===== src/rtl/card_hand_buffer.sv =====
// card_hand_buffer: per-hand card register, newest card in slot 0, with count/full/empty flags.
// Define CARD_HAND_SCORE_EN to build the running blackjack score (soft ace, bust detection).
module card_hand_buffer #(
  parameter int CARD_W  = 8,
  parameter int DEPTH   = 11,
  parameter int SCORE_W = 8
) (
  input  logic                       clk_i,
  input  logic                       rst_i,
  input  logic                       clr_i,
  input  logic                       push_i,
  input  logic [CARD_W-1:0]          card_i,
  output logic [DEPTH*CARD_W-1:0]    hand_o,
  output logic [$clog2(DEPTH+1)-1:0] count_o,
  output logic                       empty_o,
  output logic                       full_o,
  output logic                       push_err_o,
  output logic [SCORE_W-1:0]         score_o,
  output logic                       soft_o,
  output logic                       bust_o
);

  localparam int               CNT_W    = $clog2(DEPTH+1);
  localparam logic [CNT_W-1:0] CNT_FULL = CNT_W'(DEPTH);

  logic [DEPTH*CARD_W-1:0] hand_p1;
  logic [CNT_W-1:0]        count_p1;
  logic                    err_p1;

  logic [3:0] rank_p0;
  logic       rank_ok_p0;
  logic       full_p0;
  logic       push_ok_p0;
  logic       push_rej_p0;

  assign rank_p0     = card_i[3:0];
  assign rank_ok_p0  = (rank_p0 != 4'd0) && (rank_p0 <= 4'd13);
  assign full_p0     = (count_p1 == CNT_FULL);
  // A clear on the same edge swallows the push silently, so it never raises an error.
  assign push_ok_p0  = push_i && !clr_i && !full_p0 && rank_ok_p0;
  assign push_rej_p0 = push_i && !clr_i && (full_p0 || !rank_ok_p0);

  // p0 -> p1: register the shifted hand, the card count and the reject flag
  always_ff @(posedge clk_i or negedge rst_i) begin
    if (!rst_i) begin
      hand_p1  <= '0;
      count_p1 <= '0;
      err_p1   <= 1'b0;
    end else if (clr_i) begin
      hand_p1  <= '0;
      count_p1 <= '0;
      err_p1   <= 1'b0;
    end else begin
      err_p1 <= push_rej_p0;
      if (push_ok_p0) begin
        hand_p1  <= {hand_p1[(DEPTH-1)*CARD_W-1:0], card_i};
        count_p1 <= count_p1 + CNT_W'(1);
      end
    end
  end

  assign hand_o     = hand_p1;
  assign count_o    = count_p1;
  assign empty_o    = (count_p1 == '0);
  assign full_o     = full_p0;
  assign push_err_o = err_p1;

`ifdef CARD_HAND_SCORE_EN
  logic [SCORE_W-1:0] hard_p1;
  logic               ace_p1;

  function automatic logic [3:0] card_value(input logic [3:0] rank);
    return (rank > 4'd10) ? 4'd10 : rank;
  endfunction

  function automatic logic [SCORE_W-1:0] sat_add(input logic [SCORE_W-1:0] a,
                                                 input logic [3:0]         v);
    logic [SCORE_W:0] s;
    s = {1'b0, a} + (SCORE_W+1)'(v);
    return s[SCORE_W] ? {SCORE_W{1'b1}} : s[SCORE_W-1:0];
  endfunction

  // p0 -> p1: hard total (aces as 1) and whether any ace has been dealt
  always_ff @(posedge clk_i or negedge rst_i) begin
    if (!rst_i) begin
      hard_p1 <= '0;
      ace_p1  <= 1'b0;
    end else if (clr_i) begin
      hard_p1 <= '0;
      ace_p1  <= 1'b0;
    end else if (push_ok_p0) begin
      hard_p1 <= sat_add(hard_p1, card_value(rank_p0));
      if (rank_p0 == 4'd1) ace_p1 <= 1'b1;
    end
  end

  // Only one ace can ever be promoted to 11 without busting, hence the single +10.
  assign soft_o  = ace_p1 && (hard_p1 <= SCORE_W'(11));
  assign score_o = soft_o ? hard_p1 + SCORE_W'(10) : hard_p1;
  assign bust_o  = (hard_p1 > SCORE_W'(21));
`else
  assign score_o = '0;
  assign soft_o  = 1'b0;
  assign bust_o  = 1'b0;
`endif

endmodule


===== config.mk =====
export PLATFORM = sky130hd
export DESIGN_NAME = card_hand_buffer
export DESIGN_NICKNAME = d
export VERILOG_FILES = /design/src/rtl/card_hand_buffer.sv
export SDC_FILE = /design/constraint.sdc
export NUM_CORES = 1
export LEC_CHECK = 0
export BUFFER_PORTS_ARGS = -buffer_cell sky130_fd_sc_hd__buf_4
export CORE_UTILIZATION = 45
export CTS_CLUSTER_DIAMETER = 200
export DETAILED_ROUTE_END_ITERATION = 10
export HOLD_SLACK_MARGIN = 0.12
export PLACE_DENSITY = 0.71
export RECOVER_POWER = 25
export SYNTH_ARGS = -nofsm -noshare
export SYNTH_HDL_FRONTEND = slang
export SYNTH_SLANG_ARGS = --single-unit

===== constraint.sdc =====
create_clock -name clk_i -period 2.15 [get_ports clk_i]
set_input_delay 0.43 -clock clk_i [delete_from_list [all_inputs] [get_ports clk_i]]
set_output_delay 0.43 -clock clk_i [all_outputs]
set_load 0.05 [all_outputs]

==> results.tsv <==
metric	value	unit
outcome	finished clean	
yosysSeqAreaShare	57.1	%
ios	117	
cts_htree_levels	3	
wirelength	8.64	mm
skew	0.00687	ns
ys_types	28	
grt_pass1_wl	14.4	mm
die_x	97.1	um
peakVddDrop	0.319	mV
yosys.area.top_type	dfrtp_1	
coreArea	8720	um2
cts_setup_buffers	0	
worst_ep_required_time	1.72	ns
drc	0	
finalMaxSlewViolations	0	
num_antenna_cells	0	
crit_type	reg2out	
worstSetupStartpointType	flip-flop	
arrival	1.43	ns
root_buffer	clkbuf_8	
leakagePower	2.68	nW
gp_congestion	0.769	
min_period	1.86	ns
ant_nets	0	
ys_ff_latch	93	
grt_overflow	0	
yosysMostFrequentCell	nand2_1	
yosys.area_share.simple	11.3	%
cts_tree	built	
final_nets	456	
die_h	97.1	um
drive_above_1_share	29.7	%
synth_top_area_share	57.1	%
clockBufferDepth	2	
routedWlPerCell	15.6	um
multi_input_area	1470	um2
final_area	5050	um2
end_kind	output port	
hold_buffers	1	
finalHoldViolations	0	
cpPeakStageDelay	0.45	ns
drtIter0Drc	112	
grt_max_degree	58	
tightestPinTransition	0.882	ns
port_buffers	106	
hold_slack	0.263	ns
fillers	738	
cts-resized-gates	0	
synth-compound-area-share	0.983	%
synth.avg_cell_area	12.1	um2
syn_to_final_growth	24.1	%
synth_top_family_by_area	multiplexers	
die_area	9440	um2
drtPass1Iterations	4	
cts_buffers	9	
grtUsageTotal	19.3	%
synth_cells	337	
finalCritPeriodShare	86.7	%
yosys-top-cells-area	dfrtp_1 (57%), mux2i_1 (22%), nand2_1 (9.1%)	
min_path_type	in2reg	
rsz0062_at_grt	false	
antenna_found_initial	0	
path_max_fanout	5	
setup_viol	0	
synth-xor-area-share	0	%
synthAdderAreaFrac	0.614	%
critPathSlowestCell	dfrtp_1	
yosysWarningCount	0	
swShare	26.0	%
tns	0	ns
synthFlopType	dfrtp_1	
synth_edf_count	0	
power_density	659	nW/um2
drv_cap	0	
grt_pass1_vias	2863	
cts.sinks	93	
synthTopCellsByCount	nand2_1 (99), dfrtp_1 (93), mux2i_1 (89)	
viasPerCell	5.05	
dpl_cell_area	4870	um2
power_switching	0.000865	W
initial_utilization	46.7	%
combPwrFrac	13.0	%
post-dp-hpwl	6.14	mm
dp.cells	538	
p_int	0.00247	W
pwr-share-clk	33.4	%
clkLatencyLatePin	0.35	ns
syn-cell-area	4070	um2
p_seq_share	53.6	%
vias	2790	
fmax	0.536	GHz
rows	34	
final-seq-area	2330	um2
cts.clk_slew.worst_paths	0.08	ns
final_cells	553	
synth_mux_area_share	22.2	%
worstPathCellList	ha_1 -> nand3b_1 -> inv_1 -> buf_4	
power.total	0.00333	W
synthArstFlopShare	100	%
relSlewSlack	41.2	%
[worst max-delay path: cells and delay by family, from the launching register on]
family	cells	cell delay, ns
flops	1	0.45
buf+inv	2	0.31
fa+ha+maj	1	0.20
simple gates	1	0.13
[cell type report]
cell class | instances | area share [%]
Sequential cell | 93 | 46.0
Multi-Input combinational cell | 219 | 29.1
Timing Repair Buffer | 115 | 18.3
Clock buffer | 12 | 2.87
Tap cell | 108 | 2.67
Clock inverter | 2 | 0.693
Inverter | 4 | 0.297
[power groups by stage]
stage	Clock, W	Sequential [W]	Combinational [W]
floorplan	0	0.00190	0.000269
global placement	0	0.00182	0.000434
detailed placement	0	0.00182	0.000438
CTS	0.00115	0.00179	0.000440
global route	0.00121	0.00179	0.000463
finish	0.00111	0.00179	0.000433
[cell families (layout without fill, tap and decap cells)]
family / after synthesis / after routing
compound gates: 5 / 5
fa+ha+maj: 2 / 2
buf+inv: 34 / 133
flops: 93 / 93
mux: 90 / 90
other cells: 1 / 10
simple gates: 112 / 112
[cell usage in the layout, fill, tap and decap left out, types with 2 or more instances in the layout]
master / n
nand2_1: 99
mux2i_1: 89
conb_1: 10
clkbuf_8: 10
dfrtp_1: 93
nand4_1: 2
inv_1: 3
ha_1: 2
buf_4: 108
buf_12: 5
clkbuf_1: 2
nor2_1: 2
[flip-flops by register name (all words and copies together), names as in the netlist]
| signal | flops |
|---|---|
| hand_o | 88 |
| count_o | 4 |
| push_err_o | 1 |
[final timing paths]
check | start | end | slack, ns | cells past startpoint
setup / recovery | count_o[1]$_DFFE_PN0P_ | full_o | 0.29 | 4
hold / removal | clr_i | count_o[3]$_DFFE_PN0P_ | 0.26 | 2
setup reg to reg | count_o[0]$_DFFE_PN0P_ | hand_o[78]$_DFFE_PN0P_ | 0.38 | 5
hold reg to reg | hand_o[82]$_DFFE_PN0P_ | hand_o[82]$_DFFE_PN0P_ | 0.54 | 2
max in group asynchronous | rst_i | hand_o[69]$_DFFE_PN0P_ | 0.59 | 3
min in group asynchronous | rst_i | hand_o[62]$_DFFE_PN0P_ | 0.73 | 2
[metrics by stage]
stage	setup WS [ns]	util, %
global route	0.118	58.0
global placement	0.321	55.8
floorplan	0.212	-
CTS	0.261	58.0
finish	0.286	58.0
detailed placement	0.301	55.8
[layer usage]
metal	routed length (um)	track usage (%)	up-vias
met3	616	5.90	13
met4	147	7.58	0
li1	-	-	1330
met5	0	0	-
met1	4000	26.3	1361
met2	3870	29.0	86
Power figures use the tool's default switching activity.
